File: config.mk
export PLATFORM = sky130hd
export DESIGN_NAME = double_div
export DESIGN_NICKNAME = d
export VERILOG_FILES = /design/src/rtl/double_div.sv
export SDC_FILE = /design/constraint.sdc
export NUM_CORES = 1
export LEC_CHECK = 0
export ABC_AREA = 1
export CORE_MARGIN = 4
export CORE_UTILIZATION = 30
export CTS_CLUSTER_DIAMETER = 30
export DETAILED_ROUTE_END_ITERATION = 7
export SKIP_CTS_REPAIR_TIMING = 1
export SLEW_MARGIN = 5
export SYNTH_ARGS = -nofsm -noshare
export SYNTH_HDL_FRONTEND = slang
export SYNTH_SLANG_ARGS = --single-unit
File: constraint.sdc
create_clock -name clk -period 14.27 [get_ports clk]
set_input_delay 2.854 -clock clk [delete_from_list [all_inputs] [get_ports clk]]
set_output_delay 2.854 -clock clk [all_outputs]
set_load 0.01 [all_outputs]
File: src/rtl/double_div.sv
// double_div: iterative IEEE-754 binary64 divider, z = a / b.
//
// Restoring radix-2 division producing one quotient bit per clock, with
// full subnormal support and round-to-nearest-even. One operation is in
// flight at a time.
//
// Ports:
//   clk       rising-edge clock
//   rst_n     synchronous active-low reset (aborts any operation)
//   in_a      dividend, binary64
//   in_b      divisor, binary64
//   in_valid  operands valid
//   in_ready  divider idle and able to accept operands
//   out_z     quotient, binary64 (held stable while out_valid)
//   out_valid out_z valid
//   out_ready consumer accepts out_z
module double_div (
    input  logic        clk,
    input  logic        rst_n,
    input  logic [63:0] in_a,
    input  logic [63:0] in_b,
    input  logic        in_valid,
    output logic        in_ready,
    output logic [63:0] out_z,
    output logic        out_valid,
    input  logic        out_ready
);

    localparam logic signed [12:0] EMIN = -13'sd1022;
    localparam logic signed [12:0] EMAX = 13'sd1023;
    localparam logic [63:0]        QNAN = 64'h7FF8_0000_0000_0000;

    typedef enum logic [3:0] {
        IDLE, UNPACK, SPECIAL, NORM_A, NORM_B, DIVIDE,
        NORM1, NORM2, ROUND, PACK, OUT
    } state_t;

    state_t state, state_nxt;

    logic [63:0]        a_r, b_r;
    logic               sign_r;
    logic signed [12:0] ea, eb, e;
    logic [52:0]        ma, mb;
    logic [53:0]        rem;
    logic [55:0]        q;
    logic               sticky;
    logic [5:0]         cnt;
    logic [52:0]        mant;

    // Special-case detection; returns {hit, result}. Priority order matters:
    // NaN-producing cases first, then infinities/zeros of a and b.
    function automatic logic [64:0] special_result(input logic [63:0] a,
                                                   input logic [63:0] b);
        logic a_nan, b_nan, a_inf, b_inf, a_zero, b_zero, s;
        a_nan  = (a[62:52] == 11'h7FF) && (a[51:0] != 52'd0);
        b_nan  = (b[62:52] == 11'h7FF) && (b[51:0] != 52'd0);
        a_inf  = (a[62:52] == 11'h7FF) && (a[51:0] == 52'd0);
        b_inf  = (b[62:52] == 11'h7FF) && (b[51:0] == 52'd0);
        a_zero = (a[62:0] == 63'd0);
        b_zero = (b[62:0] == 63'd0);
        s      = a[63] ^ b[63];
        if (a_nan || b_nan || (a_inf && b_inf) || (a_zero && b_zero))
            return {1'b1, QNAN};
        else if (a_inf)
            return {1'b1, s, 11'h7FF, 52'd0};
        else if (b_inf)
            return {1'b1, s, 63'd0};
        else if (b_zero)
            return {1'b1, s, 11'h7FF, 52'd0};
        else if (a_zero)
            return {1'b1, s, 63'd0};
        else
            return {1'b0, 64'd0};
    endfunction

    // Round-to-nearest-even decision on the 56-bit quotient: mantissa is
    // q[55:3], guard q[2], round q[1], sticky q[0] plus accumulated sticky.
    function automatic logic round_up(input logic [55:0] qq, input logic st);
        return qq[2] & (qq[1] | qq[0] | st | qq[3]);
    endfunction

    // Assemble the final binary64 word from sign, unbiased exponent and
    // 53-bit mantissa. A clear hidden bit means subnormal or zero.
    function automatic logic [63:0] pack(input logic s,
                                         input logic signed [12:0] ex,
                                         input logic [52:0] m);
        logic [10:0] ebias;
        ebias = 11'(ex + 13'sd1023);
        if (ex > EMAX)
            return {s, 11'h7FF, 52'd0};
        else if (!m[52])
            return {s, 11'd0, m[51:0]};
        else
            return {s, ebias, m[51:0]};
    endfunction

    logic [64:0] spec_res;
    logic        rem_ge;
    logic [52:0] rem_sub;
    logic [53:0] mant_rnd;

    assign spec_res = special_result(a_r, b_r);
    assign rem_ge   = rem >= {1'b0, mb};
    // rem_sub < mb < 2^53 whenever it is used, so the top bit is dropped.
    assign rem_sub  = 53'(rem - {1'b0, mb});
    assign mant_rnd = {1'b0, q[55:3]} + 54'(round_up(q, sticky));

    assign in_ready  = (state == IDLE);
    assign out_valid = (state == OUT);

    always_ff @(posedge clk) begin
        if (!rst_n)
            state <= IDLE;
        else
            state <= state_nxt;
    end

    always_comb begin
        state_nxt = state;
        case (state)
            IDLE:    if (in_valid) state_nxt = UNPACK;
            UNPACK:  state_nxt = SPECIAL;
            SPECIAL: state_nxt = spec_res[64] ? OUT : NORM_A;
            NORM_A:  if (ma[52]) state_nxt = NORM_B;
            NORM_B:  if (mb[52]) state_nxt = DIVIDE;
            DIVIDE:  if (cnt == 6'd55) state_nxt = NORM1;
            NORM1:   state_nxt = NORM2;
            NORM2:   if (!(e < EMIN)) state_nxt = ROUND;
            ROUND:   state_nxt = PACK;
            PACK:    state_nxt = OUT;
            OUT:     if (out_ready) state_nxt = IDLE;
            default: state_nxt = IDLE;
        endcase
    end

    // Datapath registers carry no reset; the FSM decides when they matter.
    always_ff @(posedge clk) begin
        case (state)
            IDLE: begin
                if (in_valid) begin
                    a_r <= in_a;
                    b_r <= in_b;
                end
            end
            UNPACK: begin
                sign_r <= a_r[63] ^ b_r[63];
                ea <= (a_r[62:52] == 11'd0) ? EMIN
                                            : $signed({2'b00, a_r[62:52]}) - 13'sd1023;
                eb <= (b_r[62:52] == 11'd0) ? EMIN
                                            : $signed({2'b00, b_r[62:52]}) - 13'sd1023;
                ma <= {|a_r[62:52], a_r[51:0]};
                mb <= {|b_r[62:52], b_r[51:0]};
            end
            NORM_A: begin
                if (!ma[52]) begin
                    ma <= {ma[51:0], 1'b0};
                    ea <= ea - 13'sd1;
                end
            end
            NORM_B: begin
                if (!mb[52]) begin
                    mb <= {mb[51:0], 1'b0};
                    eb <= eb - 13'sd1;
                end else begin
                    rem <= {1'b0, ma};
                    q   <= 56'd0;
                    e   <= ea - eb;
                    cnt <= 6'd0;
                end
            end
            DIVIDE: begin
                if (rem_ge) begin
                    rem <= {rem_sub, 1'b0};
                    q   <= {q[54:0], 1'b1};
                end else begin
                    rem <= {rem[52:0], 1'b0};
                    q   <= {q[54:0], 1'b0};
                end
                cnt <= cnt + 6'd1;
            end
            NORM1: begin
                // Quotient of two [1,2) mantissas lies in (0.5,2): at most one shift.
                if (!q[55]) begin
                    q <= {q[54:0], 1'b0};
                    e <= e - 13'sd1;
                end
                sticky <= |rem;
            end
            NORM2: begin
                // Denormalise toward the minimum exponent, keeping lost bits sticky.
                if (e < EMIN) begin
                    q      <= {1'b0, q[55:1]};
                    sticky <= sticky | q[0];
                    e      <= e + 13'sd1;
                end
            end
            ROUND: begin
                if (mant_rnd[53]) begin
                    mant <= mant_rnd[53:1];
                    e    <= e + 13'sd1;
                end else begin
                    mant <= mant_rnd[52:0];
                end
            end
            default: ;
        endcase
    end

    always_ff @(posedge clk) begin
        if (!rst_n)
            out_z <= 64'd0;
        else if (state == SPECIAL && spec_res[64])
            out_z <= spec_res[63:0];
        else if (state == PACK)
            out_z <= pack(sign_r, e, mant);
    end

endmodule

**After elaboration in Yosys (flattened, before gate mapping)**

Cells that the tools add are included.

- Bits in registers: 512
- Bits of input ports: 132
- Output and inout bits: 66
- Logic and storage cells: 146

- $add $sub $neg: 11
- Order comparisons: 3
- Eq/ne operators: 24
- Mux-type cells: 45
- Bitwise logic cells: 6
- Reductions and logical operators: 38

Operators with widths:

| kind | number |
|---|---|
| 2-to-1 mux 65 bit | 5 |
| case mux 56 bit (4 select lines) | 1 |
| case mux 53 bit (2 select lines) | 2 |
| 2-to-1 mux 56 bit | 3 |
| 2-to-1 mux 64 bit | 2 |
| zero test 63 bit | 2 |
| 2-to-1 mux 63 bit | 2 |
| 2-to-1 mux 54 bit | 2 |
| case mux 54 bit (2 select lines) | 1 |
| 2-to-1 mux 53 bit | 2 |
| zero test 52 bit | 2 |
| 2-to-1 mux 13 bit | 8 |
| nonzero test 52 bit | 2 |
| adder 53 x 1 -> 54 bit | 1 |
| greater-or-equal comparator 54 x 53 -> 1 bit | 1 |
| OR reduction 54 bit | 1 |
| subtractor 53 bit | 1 |
| 2-to-1 mux 52 bit | 1 |
| case mux 13 bit (2 select lines) | 2 |
| case mux 13 bit (4 select lines) | 1 |
| case mux 4 bit (11 select lines) | 1 |
| subtractor 13 x 2 -> 13 bit, second input constant | 3 |
| 2-to-1 mux 4 bit | 7 |
| subtractor 11 x 10 -> 12 bit, second input constant | 2 |
| other kinds (33) | 72 |

**Longest topological paths before layout**

- Depth in word-level cells: 8
- Mapped depth: 18
- Gate-level depth less buffers: 18

**Worst setup path after synthesis**

No wires, ideal clock.

- Path type: input port to flip-flop
- Start point: input port in_valid
- End point: register a_r[0] (enable)
- Library setup time: 0.616 ns
- Data arrival time: 8.165 ns
- Required time: 13.654 ns
- Setup slack: 5.488 ns
- Stages: 2
- Buffers on the path: 0
- Cells stage by stage: inv_1 nor2_1

- Word-level cells in the longest chain between the ends: 1

Ends and longest elaborated chain:

| what | RTL line | source |
|---|---|---|
| start, declared | 22 | `input logic in_valid,` |
| AND reduction 2 bit (no source line) | -- |  |
| end signal, assigned | 141 | `a_r <= in_a;` |
| end, declared | 40 | `logic [63:0] a_r, b_r;` |

Every way passes these cells.
A chain may end at the register's enable or synchronous reset.

**Worst setup path after layout**

- Start point: register state[1]
- End point: output port out_valid

- Word-level cells in the longest chain between the ends: 1

Ends and longest elaborated chain:

| what | RTL line | source |
|---|---|---|
| start, declared | 38 | `state_t state, state_nxt;` |
| start signal, assigned | 115 | `state <= state_nxt;` |
| equality test 4 bit | 109 | `assign out_valid = (state == OUT);` |
| end, declared | 25 | `output logic out_valid,` |

Every way passes these cells.

==> impl_metrics.yaml <==
timing:
  setup_viol_count_final: 0
  period_minus_slack_ns: 5.07
  worstMarginPinSlew_ns: 1.09
  clock.fmax_mhz: 197
  worst_slew_margin_rel_pct: 26.8
  rsz_0062_raised_after_global_routing: "no"
  setup_slack_ns: 9.20
  timing.final.crit_share_pct: 35.5
  finalClockSkew_ns: 0.0384
  final.hold.worst_slack_ns: 0.463
  setup_tns_ns: 0
  maxSlewViolCount: 0
  final_hold_viol_count: 0
critical_path:
  cp_slowest_cell: "clkdlybuf4s50_1"
  worstPathMaxFanout: 7
  cp_data_required_time_ns: 11.42
  setup.worst_path.end_class: "output pin"
  worst-setup-path-type: "reg2out"
  cp_cell_sequence: "inv_1 > nor2_1 > inv_1 > nor2_1 > clkdlybuf4s50_1"
  worstPathArrival_ns: 2.22
  delay_of_the_slowest_cell_on_the_worst_path_ns: 0.60
  crit_path_start_kind: "register"
power_and_ir_drop:
  irDropWorstVdd_mv: 0.128
  power.net_switching_mw: 2.27
  clockPowerShare_pct: 43.3
  cellLeakagePower_nw: 14.7
  sw_frac_of_total_pct: 32.9
  seqPwrFrac_pct: 32.4
  internal-power_mw: 4.62
  totalPowerFinal_mw: 6.89
  power-per-cell-area_nw_per_um2: 188
  power.share.combinational_pct: 24.3
logic_synthesis:
  yosys.cell_count.top_type: "nand2_1"
  yosys.area_share.simple_pct: 23.4
  syn_inst: 3424
  synth_area_leaders: "edfxtp_1, nand2_1, nor2_1, inv_1, dfxtp_1"
  synth-xor-area-share_pct: 3.17
  ys.warnings.count: 0
  ys_ff_latch: 512
  synth.cells.most_frequent: "nand2_1, edfxtp_1, nor2_1"
  netlist_area_um2: 28700
  synth_fa_ha_area_share_pct: 3.95
  synthesis.area_per_instance_um2: 8.40
  synth_enable_flop_cells: 444
  synth_cell_type_count: 59
  netlist.area_leader.share_pct: 46.4
  syn_nets: 3645
  yosys.area.top_type: "edfxtp_1"
  top_reg_cell_synth: "edfxtp_1"
  synth.mux.area_fraction_pct: 0.0348
  synth_top_family_by_area: "simple AND/OR/NAND/NOR gates"
  synth-async-reset-ratio_pct: 0
  synth.yosys.seq_area_share_pct: 51.1
  synth_compound_gate_area_share_pct: 11.1
grt:
  global_route.overflow_total: 0
  pin_count_of_the_biggest_net_entering_global_routing: 83
  antenna_violations_before_repair: 5
  grt_first_pass_wirelength_um: 139000
  track_usage_pct: 17.3
  grt_pass1_vias: 24700
floorplan:
  fp.coreArea_um2: 95000
  top_level_ports: 198
  dieHeight_um: 318
  start_util_pct: 30.3
  chipWidth_um: 318
  floorplan.die_area_um2: 101000
  row_count: 113
place:
  dpl-instance-area_um2: 32100
  place_ws_ns: 8.73
  dp_cells: 4818
  placement.io_buffers: 197
  dp_hpwl_um: 67700
  globalplace.congestion: 0.944
routing:
  drt_drc_violations_left: 0
  detail-route-antenna-nets: 0
  routed_wire_length_per_instance_um: 17.8
  routed_via_density: 4.91
  drt_first_iter_violations: 2042
  number_of_vias_in_the_routed_layout: 24800
  drt_wl_total_um: 89700
  detail_route.first_pass.iterations: 6
clock_tree:
  cts_buffers: 121
  clock_latency_ns: 0.70
  cts-htree-levels: 3
  clock_tree.buffer_depth: 3
  clock_tree_from_tritoncts: "done"
  worst_setup_hold_path_clk_slew_ns: 0.05
  cts_root_buf: "clkbuf_16"
  tritoncts_num_sinks: 512
finish:
  layout.nets: 3897
  post_layout_nonfiller_instances: 5050
  finish.instance_area_um2: 36600
  post_route_cells_drive_above_1_share_pct: 7.93
  layout.core_utilization_pct: 38.5
  area_growth_syn_to_layout_pct: 27.3
job:
  drv_cap: 0
run_status:
  run_status: "finished clean"
worst_hold_path:
  hold_path_class: "reg2reg"
-- routing by layer --
metal | share of wire (%) | global-route usage (%) | up-vias | wire (µm)
met2 | 44 | 26.9 | 795 | 39500
met1 | 47 | 24.4 | 11700 | 41800
met3 | 6.5 | 3.03 | 161 | 5850
met5 | 0 | 0 | - | 0
li1 | - | - | 12100 | -
met4 | 2.9 | 5.67 | 0 | 2580
-- registers in the layout, summed over array words and instances, names as in the netlist --
register,cells
q,56
rem,54
sign_r,1
state,4
b_r,64
ea,13
mant,53
ma,53
e,13
eb,13
mb,53
out_z,64
cnt,6
a_r,64
sticky,1
-- final cells by class --
| type | instances | area (µm²) |
|---|---|---|
| Clock inverter | 102 | 1410 |
| Fill cell | 9571 | 58400 |
| Inverter | 434 | 1630 |
| Timing Repair Buffer | 220 | 2140 |
| Tap cell | 1265 | 1580 |
| Clock buffer | 128 | 3090 |
| Multi-Input combinational cell | 2387 | 12100 |
| Antenna cell | 2 | 5.00 |
| Sequential cell | 512 | 14700 |
-- worst paths after layout --
kind              slack [ns]   endpoint      from  cells past startpoint
setup reg to reg       10.20    rem[48]    rem[0]                     16
hold / removal          0.46   out_z[5]  out_z[5]                      2
hold reg to reg         0.46   out_z[5]  out_z[5]                      2
setup / recovery        9.20  out_valid  state[1]                      5
-- kinds of logic (layout without fill, tap and decap cells) --
logic type / Yosys count / count (layout)
xor gates and xnor gates: 104 / 104
DFF: 512 / 512
and+or+nand+nor: 1616 / 1616
buffers and inverters: 525 / 884
AOI/OAI and AO/OA: 577 / 577
adders and majority gates: 89 / 89
muxes: 1 / 1
other: 0 / 2
-- worst max-delay path: cells and delay by family (launching register included) --
family | cells | cell delay [ns]
flip-flops | 1 | 0.44
AND/OR/NAND/NOR | 2 | 0.34
buffers and inverters | 3 | 0.74
-- power groups by stage --
stage	Clock (mW)	Combinational [mW]	Sequential, mW
2_1_floorplan	0	1.16	2.21
3_3_place_gp	0	1.64	2.24
3_5_place_dp	0	1.65	2.25
4_1_cts	3.03	1.66	2.23
5_1_grt	3.12	1.87	2.26
6_report	2.98	1.67	2.23
-- cell usage in the layout, fill, tap and decap left out, types with 41 or more instances in the layout --
cell / n
ha_1: 86
nand3_1: 172
o21ai_0: 214
inv_1: 418
clkdlybuf4s50_1: 197
o22ai_1: 57
xnor2_1: 41
xor2_1: 63
clkbuf_16: 122
dfxtp_1: 68
nor3_1: 58
nand2_1: 820
nor2_1: 428
a21oi_1: 183
edfxtp_1: 444
nand4_1: 55
(Power assumes the default switching activity.)
